### config.mk
export PLATFORM = sky130hd
export DESIGN_NAME = fifo_stream_reader
export DESIGN_NICKNAME = d
export VERILOG_FILES = /design/src/rtl/fifo_stream_reader.sv
export SDC_FILE = /design/constraint.sdc
export NUM_CORES = 1
export LEC_CHECK = 0
export BUFFER_PORTS_ARGS = -buffer_cell sky130_fd_sc_hd__buf_2
export CAP_MARGIN = 10
export CORE_ASPECT_RATIO = 0.8
export CORE_MARGIN = 8
export CORE_UTILIZATION = 55
export CTS_BUF_LIST = sky130_fd_sc_hd__clkbuf_8
export CTS_CLUSTER_DIAMETER = 60
export DETAILED_ROUTE_END_ITERATION = 6
export GPL_TIMING_DRIVEN = 0
export PLACE_DENSITY = 0.82
export SYNTH_ARGS = -nofsm -noshare
export SYNTH_HDL_FRONTEND = slang
export SYNTH_SLANG_ARGS = --single-unit
### constraint.sdc
create_clock -name clk -period 2.7 [get_ports clk]
set_input_delay 0.54 -clock clk [delete_from_list [all_inputs] [get_ports clk]]
set_output_delay 0.54 -clock clk [all_outputs]
set_load 0.03 [all_outputs]
### src/rtl/fifo_stream_reader.sv
// Read-side adapter from a synchronous FIFO (one-cycle read latency) to a valid/ready stream.
// A 2-entry skid buffer absorbs the latency so the consumer can take one word per clock.
module fifo_stream_reader #(
    parameter int WIDTH = 32
) (
    input  logic             clk,
    input  logic             rst_n,
    input  logic             fifo_empty,
    output logic             fifo_rd,
    input  logic [WIDTH-1:0] fifo_dout,
    input  logic             flush,
    output logic             m_valid,
    input  logic             m_ready,
    output logic [WIDTH-1:0] m_data,
    output logic [1:0]       buf_cnt
);

    logic [WIDTH-1:0] buf_mem [2];
    logic             wr_ptr;
    logic             rd_ptr;
    logic             inflight;
    logic             pop;
    logic [2:0]       credit;

    assign m_valid = (buf_cnt != 2'd0);
    assign m_data  = buf_mem[rd_ptr];

    // A read is only issued when the word it returns is guaranteed a free slot.
    always_comb begin
        pop     = m_valid & m_ready;
        credit  = {1'b0, buf_cnt} + {2'b00, inflight} - {2'b00, pop};
        fifo_rd = !fifo_empty && !flush && (credit < 3'd2);
    end

    always_ff @(posedge clk or negedge rst_n) begin
        if (!rst_n) begin
            buf_mem[0] <= '0;
            buf_mem[1] <= '0;
            wr_ptr     <= 1'b0;
            rd_ptr     <= 1'b0;
            inflight   <= 1'b0;
            buf_cnt    <= 2'd0;
        end else begin
            inflight <= fifo_rd;
            if (flush) begin
                // Realign both pointers so the emptied buffer restarts from slot 0.
                wr_ptr  <= 1'b0;
                rd_ptr  <= 1'b0;
                buf_cnt <= 2'd0;
            end else begin
                if (inflight) begin
                    buf_mem[wr_ptr] <= fifo_dout;
                    wr_ptr          <= ~wr_ptr;
                end
                if (pop) begin
                    rd_ptr <= ~rd_ptr;
                end
                buf_cnt <= buf_cnt + {1'b0, inflight} - {1'b0, pop};
            end
        end
    end

endmodule

Word-level counts from Yosys, hierarchy flattened
Cells that the tools add are included.
{"block": "totals", "regBits": 69, "in_bits": 37, "out_inout_bits": 36}
{"block": "op_classes", "n_addsub": 4, "order_cmp": 4, "mux": 11, "bitwise_logic": 6, "reduce_logical": 9}
{"op": "32-bit two-way mux", "count": 4}
{"op": "64-bit bitwise mux", "count": 1}
{"op": "32-bit demux with 1-bit select", "count": 1}
{"op": "2-bit nonzero test", "count": 3}
{"op": "2-bit >= comparator, second input constant", "count": 2}
{"op": "1-bit two-way mux", "count": 4}
{"op": "1-bit NOT with 2-bit output", "count": 2}
{"op": "2-bit by 1-bit adder with 3-bit output", "count": 1}
{"op": "1-bit logical AND", "count": 3}
{"op": "3-bit by 2-bit < comparator with 1-bit output, second input constant", "count": 1}
{"op": "1-bit NOT", "count": 3}
{"op": "3-bit by 1-bit subtractor with 3-bit output", "count": 1}
{"op": "2-bit by 1-bit adder with 2-bit output", "count": 1}
{"op": "1-bit zero test", "count": 2}
{"op": "2-bit by 1-bit < comparator with 1-bit output, second input constant", "count": 1}
{"op": "2-bit two-way mux", "count": 1}
{"op": "2-bit AND reduction", "count": 1}
{"op": "2-bit by 1-bit subtractor with 2-bit output", "count": 1}
{"op": "1-bit bitwise AND", "count": 1}

Logic depth before layout (Yosys ltp)
{"block": "depth", "depth_word": 6, "mapped_depth": 7, "mapped_depth_nobuf": 7}

Worst setup path before layout
Ideal clock, no wire load.
{"block": "synth_timing", "kind": "flip-flop to output port", "startpoint": "register buf_cnt[1]", "endpoint": "output port fifo_rd", "arrival_ps": 2686, "setup_slack_ps": -526, "path_stages_with_launch": 8, "n_path_buf": 0, "path_cell_list": "dfrtp_1 -> o21a_1 -> ha_1 -> inv_1 -> ha_1 -> fa_1 -> xnor2_1 -> nor4_1"}
{"block": "synth_via", "elab_chain_len": 5}
{"element": "from (decl)", "line": "15", "source": "output logic [1:0] buf_cnt"}
{"element": "from (signal assigned)", "line": "58", "source": "buf_cnt <= buf_cnt + {1'b0, inflight} - {1'b0, pop};"}
{"element": "parallel branches: the longest is 2 deep, another holds 2-bit by 1-bit adder with 3-bit output"}
{"element": "3-bit by 1-bit subtractor with 3-bit output (*)", "line": "31", "source": "credit = {1'b0, buf_cnt} + {2'b00, inflight} - {2'b00, pop};"}
{"element": "3-bit by 2-bit < comparator with 1-bit output (*)", "line": "32", "source": "fifo_rd = !fifo_empty && !flush && (credit < 3'd2);"}
{"element": "1-bit logical AND (*)", "line": "32"}
{"element": "to (decl)", "line": "9", "source": "output logic fifo_rd,"}
Mark *: on every way between the ends.

Worst setup path after layout
Same ends and word-level chain as after synthesis.

==> results.py <==
metrics = {
    "logic_synthesis": {
        "synthAdderAreaFrac_pct": 1.471,
        "yosys.area_share.simple_pct": 2.534,
        "yosys_warnings": 0,
        "synthXorXnorAreaFrac_pct": 0.5721,
        "synth.avg_cell_area_um2": 15.62,
        "synth_top_family_by_area": "multiplexers",
        "synth_top_cell_by_area": "dfrtp_1",
        "syn_nets": 236,
        "synth.area.top_cells": "dfrtp_1 (56%), mux2_2 (35%), buf_6 (1.1%), ha_1 (0.82%), buf_4 (0.74%)",
        "yosysUniqueCellTypes": 19,
        "synth_mux_area_share_pct": 35.68,
        "synthCells": 196,
        "synth-compound-area-share_pct": 0.2452,
        "synth_top_area_share_pct": 56.40,
        "ys_seq_area_share_pct": 56.40,
        "syn_area_um2": 3062,
        "ys_ff_latch": 69,
    },
    "sta": {
        "min_period_ns": 2.991,
        "fin_hold_ws_ns": 0.2997,
        "setup_viol": 1,
        "final_max_slew_viol_count": 0,
        "finalCritPeriodShare_pct": 110.8,
        "fin_worst_skew_ns": 0.007681,
        "rsz0062_at_grt": "true",
        "fmax_ghz": 0.3343,
        "hold_viol": 0,
        "worstMarginPinSlew_ns": 0.8474,
        "fin_ws_ns": -0.2915,
        "max_slew_margin_pct": 43.50,
    },
    "worst_setup_path": {
        "r2r_slack_ns": 0.51,
        "critPathCaptureType": "output pin",
        "critPathMaxFanout": 4,
        "critical_path.slowest_cell": "fa_2",
        "cp-start-kind": "register",
        "cp_data_required_time_ns": 2.16,
        "crit_chain": "o21a_1 > ha_1 > inv_1 > ha_2 > fa_2 > nor4_4 > buf_4",
        "max_stage_delay_ns": 0.46,
        "arrival_ns": 2.45,
        "worstReg2RegStart": "buf_cnt[1]",
        "startpoint": "buf_cnt[1]",
        "path_class": "reg -> out",
    },
    "cells_and_area": {
        "nets": 322,
        "nFillCells": 410,
        "drive_gt1_share_pct": 69.69,
        "diodes": 0,
        "layoutNonFillerInstCount": 352,
        "areaGrowthSynthToFinish_pct": 21.45,
        "design_area_um2": 3719,
        "final_common_cell": "mux2_2",
        "layout_common_cells": "mux2_2 (95), buf_2 (72), dfrtp_1 (67), clkbuf_8 (10), buf_4 (9)",
    },
    "placement": {
        "place_area_um2": 3518,
        "dp_hpwl_mm": 4.147,
        "gp_congestion": 0.6730,
        "io_buffer_count": 71,
        "place_inst": 332,
        "place_ws_ns": -0.1636,
    },
    "floorplanning": {
        "die-area_um2": 8225,
        "pin_count": 73,
        "fp.dieH_um": 82.74,
        "rows": 24,
        "die_w_um": 99.42,
        "coreArea_um2": 5405,
        "start_util_pct": 56.64,
    },
    "cts": {
        "cts_made_buffers": 9,
        "cts_buffer_depth": 2,
        "clock_latency_ns": 0.34,
        "clkSinkCount": 69,
        "cts-root-buf": "clkbuf_8",
        "cts_max_level": 3,
        "path_clk_slew_ns": 0.07,
        "cts_tree": "yes",
    },
    "route": {
        "antenna_left": 0,
        "wl_per_cell_um": 16.77,
        "drt-pass1-iter-count": 3,
        "wl_mm": 5.903,
        "vias": 1849,
        "route.detailed.drc": 0,
        "viasPerCell": 5.253,
        "drtIter0Drc": 28,
    },
    "grt": {
        "gr-total-overflow": 0,
        "grt_antenna_before_repair": 0,
        "grt_max_degree": 70,
        "grt_first_pass_wirelength_mm": 9.660,
        "grt_pass1_vias": 2064,
        "globalRouteTotalUtil_pct": 15.25,
    },
    "power": {
        "p_leak_nw": 1.863,
        "powerDensity_nw_per_um2": 1243,
        "max-vdd-ir-drop_uv": 647.2,
        "p_total_w": 0.004621,
    },
    "run_status": {
        "violations": "setup timing",
        "status": "finished, violations left",
    },
    "min_path": {
        "min_path_type": "in -> async",
    },
    "run": {
        "cap_viol_max_count": 0,
    },
}
[synthesized netlist by cell type]
cell and n:
inv_1 4, clkbuf_1 1, nor4_1 1, mux2_2 95
or2_2 1, nor2b_1 3, xnor2_1 2, nor3b_4 1
buf_6 3, o21a_1 1, dfrtp_1 69, nand3b_4 1
ha_1 2, mux2_1 2, buf_2 3, nor2_1 2
fa_1 1, buf_4 3, clkbuf_2 1
[where the power goes]
| part | switching (W) | total [W] | internal [W] |
|---|---|---|---|
| Combinational | 0.00121 | 0.00220 | 0.000984 |
| Sequential | 0.000224 | 0.00173 | 0.00150 |
| Clock | 0.000352 | 0.000693 | 0.000342 |
[stage by stage]
stage | TNS, ns | utilization (%)
2_1_floorplan | 0 | -
3_3_place_gp | -0.1107 | 65.05
3_5_place_dp | -0.1636 | 65.09
4_1_cts | -0.3308 | 68.47
5_1_grt | -0.3706 | 68.80
6_report | -0.2915 | 68.80
[per-layer routing]
metal  vias to the layer above  share of wire [%]  global-route usage (%)
met5                         -                  0                       0
met4                         0               0.90                   4.518
met3                         6                7.5                   7.789
met2                        51                 45                   24.35
met1                       923                 47                   17.87
li1                        869                  -                       -
[sequential cells by signal, summed over array words and instances, names as in the netlist]
| signal | cells |
|---|---|
| buf_mem | 64 |
| buf_cnt | 2 |
| inflight | 1 |
| rd_ptr | 1 |
| wr_ptr | 1 |
[critical path, delay by kind of cell (launching register included)]
family | cells | cell delay (ns)
compound gates | 1 | 0.20
fa+ha+maj | 3 | 0.92
simple gates | 1 | 0.29
buf+inv | 2 | 0.28
flops | 1 | 0.43
[layout make-up]
class	count	area, um2	area share [%]
Clock inverter	6	25.02	0.6729
Timing Repair Buffer	75	390.4	10.50
Sequential cell	69	1729	46.50
Clock buffer	10	137.6	3.701
Multi-Input combinational cell	112	1260	33.88
Buffer	11	80.08	2.153
Inverter	4	15.01	0.4038
Tap cell	65	81.33	2.187
[final timing paths]
path | to | depth (start not counted)
worst min register to register | buf_mem[4] | 1
worst max register to register | inflight | 8
worst min-delay path | buf_mem[3] | 1
worst max-delay path | fifo_rd | 7
min in group clk | buf_mem[4] | 2
max in group asynchronous | buf_cnt[0] | 1
[what timing repair did]
action	4_1_cts	5_1_grt
buffers inserted	2	2
hold buffers	0	0
pin swaps	3	2
endpoints found under the setup margin	1	1
resized for setup	2	1
[cells by family (layout without fill, tap and decap cells)]
group	count (synthesis)	in the layout
adder cells (fa/ha/maj)	3	3
buffers and inverters	15	106
XOR/XNOR	2	2
AND/OR/NAND/NOR	9	9
AO/OA/AOI/OAI	1	1
flip-flops	69	69
multiplexers	97	97
(Power assumes the default switching activity.)
